==> src/rtl/chart_note_sequencer.sv <==
// Chart note sequencer: walks a song chart held in a synchronous-read ROM and
// offers each upcoming note to the display over a valid/ready handshake.
module chart_note_sequencer #(
    parameter int          ADDR_W      = 12,
    parameter logic [15:0] LOOKAHEAD   = 16'd2000,
    parameter logic [15:0] MISS_WINDOW = 16'd200
) (
    input  logic              clk,
    input  logic              rst_n,
    input  logic              start,
    input  logic              pause,
    input  logic [15:0]       song_time,
    output logic [ADDR_W-1:0] rom_addr,
    input  logic [51:0]       rom_data,
    output logic [29:0]       fret,
    output logic [15:0]       fret_time,
    output logic [5:0]        fret_en,
    output logic              note_valid,
    input  logic              note_ready,
    output logic [7:0]        skipped_count,
    output logic              done
);

    typedef enum logic [2:0] {
        S_IDLE  = 3'd0,
        S_FETCH = 3'd1,
        S_WAIT  = 3'd2,
        S_HOLD  = 3'd3,
        S_OFFER = 3'd4,
        S_DONE  = 3'd5
    } state_t;

    localparam logic [ADDR_W-1:0] LAST_ADDR = {ADDR_W{1'b1}};

    state_t              state_q, state_d;
    logic [ADDR_W-1:0]   rom_addr_q, rom_addr_d;
    logic [51:0]         rec_q, rec_d;
    logic [29:0]         fret_q, fret_d;
    logic [15:0]         fret_time_q, fret_time_d;
    logic [5:0]          fret_en_q, fret_en_d;
    logic                note_valid_q, note_valid_d;
    logic [7:0]          skipped_q, skipped_d;
    logic                done_q, done_d;

    logic [15:0]         rec_time_s;
    logic [29:0]         rec_fret_s;
    logic [5:0]          rec_en_s;
    logic                late_s;
    logic                in_window_s;
    logic                at_last_s;
    logic [7:0]          skip_inc_s;

    assign rec_time_s = rec_q[51:36];
    assign rec_fret_s = rec_q[35:6];
    assign rec_en_s   = rec_q[5:0];

    // 17-bit compares so note_time+MISS_WINDOW and song_time+LOOKAHEAD never wrap
    assign late_s      = ({1'b0, song_time} > ({1'b0, rec_time_s} + {1'b0, MISS_WINDOW}));
    assign in_window_s = ({1'b0, rec_time_s} <= ({1'b0, song_time} + {1'b0, LOOKAHEAD}));
    assign at_last_s   = (rom_addr_q == LAST_ADDR);
    assign skip_inc_s  = (skipped_q == 8'd255) ? skipped_q : (skipped_q + 8'd1);

    // Next-state and output decode; start overrides everything else
    always_comb begin
        state_d      = state_q;
        rom_addr_d   = rom_addr_q;
        rec_d        = rec_q;
        fret_d       = fret_q;
        fret_time_d  = fret_time_q;
        fret_en_d    = fret_en_q;
        note_valid_d = note_valid_q;
        skipped_d    = skipped_q;
        done_d       = done_q;

        if (start) begin
            state_d      = S_FETCH;
            rom_addr_d   = {ADDR_W{1'b0}};
            done_d       = 1'b0;
            skipped_d    = 8'd0;
            note_valid_d = 1'b0;
            fret_en_d    = 6'd0;
        end else begin
            case (state_q)
                S_IDLE: begin
                    state_d = S_IDLE;
                end
                S_FETCH: begin
                    state_d = S_WAIT;
                end
                S_WAIT: begin
                    rec_d   = rom_data;
                    state_d = S_HOLD;
                end
                S_HOLD: begin
                    if (rec_en_s == 6'd0) begin
                        state_d = S_DONE;
                        done_d  = 1'b1;
                    end else if (late_s) begin
                        skipped_d = skip_inc_s;
                        if (at_last_s) begin
                            state_d = S_DONE;
                            done_d  = 1'b1;
                        end else begin
                            rom_addr_d = rom_addr_q + {{(ADDR_W-1){1'b0}}, 1'b1};
                            state_d    = S_FETCH;
                        end
                    end else if (in_window_s && !pause) begin
                        fret_d       = rec_fret_s;
                        fret_time_d  = rec_time_s;
                        fret_en_d    = rec_en_s;
                        note_valid_d = 1'b1;
                        state_d      = S_OFFER;
                    end else begin
                        state_d = S_HOLD;
                    end
                end
                S_OFFER: begin
                    // fret/fret_time stay put after the transfer; only the enables clear
                    if (note_valid_q && note_ready) begin
                        note_valid_d = 1'b0;
                        fret_en_d    = 6'd0;
                        if (at_last_s) begin
                            state_d = S_DONE;
                            done_d  = 1'b1;
                        end else begin
                            rom_addr_d = rom_addr_q + {{(ADDR_W-1){1'b0}}, 1'b1};
                            state_d    = S_FETCH;
                        end
                    end else begin
                        state_d = S_OFFER;
                    end
                end
                S_DONE: begin
                    done_d       = 1'b1;
                    note_valid_d = 1'b0;
                    fret_en_d    = 6'd0;
                end
                default: begin
                    state_d      = S_IDLE;
                    note_valid_d = 1'b0;
                    fret_en_d    = 6'd0;
                end
            endcase
        end
    end

    // State and output registers
    always_ff @(posedge clk or negedge rst_n) begin
        if (!rst_n) begin
            state_q      <= S_IDLE;
            rom_addr_q   <= {ADDR_W{1'b0}};
            rec_q        <= 52'd0;
            fret_q       <= 30'd0;
            fret_time_q  <= 16'd0;
            fret_en_q    <= 6'd0;
            note_valid_q <= 1'b0;
            skipped_q    <= 8'd0;
            done_q       <= 1'b0;
        end else begin
            state_q      <= state_d;
            rom_addr_q   <= rom_addr_d;
            rec_q        <= rec_d;
            fret_q       <= fret_d;
            fret_time_q  <= fret_time_d;
            fret_en_q    <= fret_en_d;
            note_valid_q <= note_valid_d;
            skipped_q    <= skipped_d;
            done_q       <= done_d;
        end
    end

    assign rom_addr      = rom_addr_q;
    assign fret          = fret_q;
    assign fret_time     = fret_time_q;
    assign fret_en       = fret_en_q;
    assign note_valid    = note_valid_q;
    assign skipped_count = skipped_q;
    assign done          = done_q;

endmodule

==> config.mk <==
export PLATFORM = sky130hd
export DESIGN_NAME = chart_note_sequencer
export DESIGN_NICKNAME = d
export VERILOG_FILES = /design/src/rtl/chart_note_sequencer.sv
export SDC_FILE = /design/constraint.sdc
export NUM_CORES = 1
export LEC_CHECK = 0
export ABC_AREA = 1
export ABC_CLOCK_PERIOD_IN_PS = 3200
export CORE_ASPECT_RATIO = 1.75
export CORE_MARGIN = 10
export CORE_UTILIZATION = 50
export CTS_CLUSTER_DIAMETER = 50
export DETAILED_ROUTE_END_ITERATION = 6
export PLACE_DENSITY = 0.8
export SLEW_MARGIN = 0
export SYNTH_ARGS = -nofsm -noshare
export SYNTH_HDL_FRONTEND = slang
export SYNTH_SLANG_ARGS = --single-unit
==> constraint.sdc <==
create_clock -name clk -period 3.2 [get_ports clk]
set_input_delay 0.64 -clock clk [delete_from_list [all_inputs] [get_ports clk]]
set_output_delay 0.64 -clock clk [all_outputs]
set_load 0.01 [all_outputs]
==> metrics <==
I/O pin count=roughly 150; relative slew slack=57.3%; Final Cycle Share=between 90% and 100%; CTS root buf=clkbuf_16; Via-to-Cell Ratio=5.22; Placed Cells=1092; worst reg2reg path endpoint=fret[21]; placer congestion estimate=approximately 0.92; startpoint type of the worst setup path=input pin; PortBufs=~150; sequential area share after synthesis=between 40% and 50%; FF+latch count, synth=around 130; CTS tree=built; Vias=approximately 6000; layout cells sized above 1=14.9%; Net Count, Synth=870; Worst EP required=3.49 ns; Fin. Hold Viols=0; library cells used by synthesis=35; total gr overflow=0; r2r startpoint=rec_q[40]; initial core utilization=between 50% and 60%; detailed placement HPWL=14.0 mm; run status=completed; vias in the first global route=6177; setup slack, reg-to-reg=around 0.2 ns; RSZ-0062 raised after global routing=true; final WL=18.7 mm; Worst Setup Path Type=input pin to register; largest net degree at the start of global routing=68; DRT Pass-1 Iters=4; synthesized instance count=761; Final #Nets=1052; DRC viols=0; first-pass GRT wire length=30.0 mm; post-route ant nets=0; H-tree levels=4; Antenna diodes=0; Clock Pin Slew Worst Setup and Hold Paths=0.06 ns; wire per inst=roughly 17 um; CP max FO=17; Slew Limit Fails=0; Pwr Total=roughly 7600 uW; row cnt=55; Setup crit end kind=register; minimum clock period=3.06 ns; worst reg-to-reg path cell count=20; Global Route Usage Sum=about a fifth; synthesized area=6640 um^2; Die Y=172 um; Syn Area/Cell=8.73 um^2; final setup violation count=0; total die area=roughly 18000 um^2; max cap viols=0; power per cell area=slightly above 800 nW/um^2; clk sinks=129; Clock Path Buffers=2; Core Footprint=13000 um^2; die width=107 um; synth warn=0; number of buffers created by CTS=17; initial antenna violation count=0; Clock Latency Late Sink=0.42 ns; HP Class=input pin to async pin; non-filler cells, final=1127; Worst Path Arrival=3.36 ns; Peak Freq=0.327 GHz; 1st-iter DRT viols=between 150 and 200; leakage=0.00447 uW; Area Growth Syn to Fin=39.1%; measured slew at the worst slew-check pin=0.641 ns; clk_skew=0.0109 ns; worst vdd ir=between 0.6 and 0.7 mV
[synth_stat cells, drive strengths merged]
library cell | n | area [um^2]
a211oi | 1 | 7.51
a21boi | 1 | 7.51
a21o | 2 | 15.0
a21oi | 51 | 259
a31oi | 1 | 6.26
and3 | 1 | 6.26
buf | 22 | 121
clkbuf | 5 | 18.8
clkinv | 1 | 3.75
dfrtp | 129 | 3230
ha | 36 | 450
inv | 75 | 282
mux2 | 30 | 338
nand2 | 187 | 722
nand3 | 58 | 300
nand4 | 10 | 62.6
nor2 | 63 | 260
nor3 | 11 | 55.1
nor4 | 4 | 25.0
o21a | 2 | 15.0
o21ai | 41 | 205
o21bai | 1 | 7.51
o31ai | 5 | 37.5
xnor2 | 3 | 26.3
xor2 | 21 | 184
[cells by family (layout without fill, tap and decap cells)]
logic type / after synthesis / in the layout / share of synthesized area [%]
AOI/OAI and AO/OA: 105 / 105 / 8.44
xor gates and xnor gates: 24 / 24 / 3.16
adders and majority gates: 36 / 36 / 6.78
buffers and inverters: 103 / 297 / 6.40
DFF: 129 / 129 / 48.6
muxes: 30 / 30 / 5.08
and+or+nand+nor: 334 / 335 / 21.5
[layout make-up]
cell class	instances	area, um^2
fill	964	3770
tap	171	214
inverter	76	288
clock inverter	14	141
clock buffer	18	439
sequential	129	3230
multi-input combinational	530	3080
timing repair buffer	189	1850
[worst max-delay path, stage by stage]
cell and delay [ns]:
clkdlybuf4s50_1 0.46, inv_2 0.07, nand2_1 0.08, nor2_4 0.12, nand2_1 0.08, nand2_1 0.09, nor2_1 0.06, xnor2_1 0.12
ha_1 0.33, nand2_2 0.10, nor4_2 0.27, nand4_1 0.22, a21oi_4 0.26, nand2_4 0.13, clkbuf_16 0.20, nand2_1 0.05
o21ai_0 0.07
[sequential cells by signal (all words and copies together), names as in the netlist]
name and cells:
done 1, fret 30, note_valid 1, state_q 3, rom_addr 12, skipped_count 8, rec_q 52, fret_time 16
fret_en 6
[report_power, final]
group,internal [uW],switching (uW)
Combinational,1450,1620
Sequential,2240,422
Clock,1120,790
Total,4810,2830
[routing by layer]
metal	track usage, %	vias to the layer above	part of all wire [%]
met2	37.3	175	54
met3	6.41	45	6.6
met4	9.28	0	3.3
li1	-	2859	-
met1	20.7	2801	36
met5	0	-	0
[cells in the final DEF, fill, tap and decap left out, drive strengths merged, types with 10 or more instances in the layout]
cell / instances
nor3: 11
nand4: 10
nand3: 58
dfrtp: 129
mux2: 30
a21oi: 51
clkbuf: 19
xor2: 21
clkdlybuf4s50: 142
ha: 36
buf: 43
nand2: 188
o21ai: 41
inv: 83
nor2: 63
[worst max-delay path by stage]
stage                 start      endpoint  slack (ns)  depth (start not counted)
2_1_floorplan  song_time[4]       fret[0]        0.27                         16
3_3_place_gp   song_time[4]       fret[2]       -0.30                         15
3_5_place_dp   song_time[4]      fret[10]       -0.38                         15
4_1_cts        song_time[4]  fret_time[0]       0.004                         15
5_1_grt        song_time[6]      fret[21]       -0.03                         17
6_report       song_time[8]      fret[21]        0.14                         17
[stage by stage]
stage	setup WS [ns]	cell area (um^2)	TNS [ns]	hold slack (ns)	utilization [%]
6_report	0.137	9240	0	0.205	71.0
5_1_grt	-0.0302	9240	-0.201	0.249	71.0
4_1_cts	0.00439	9100	0	0.237	70.0
3_5_place_dp	-0.384	8520	-18.69	0.459	65.5
3_3_place_gp	-0.303	8520	-14.53	0.455	65.5
2_1_floorplan	0.274	6640	0	0.344	-
[repair_timing]
item	CTS	global route
pin swaps	1	6
setup endpoints to repair	1	77
buffers inserted	0	1
cloned	0	2
hold buffers	0	0
resized for setup	1	30
(Power assumes the default switching activity.)
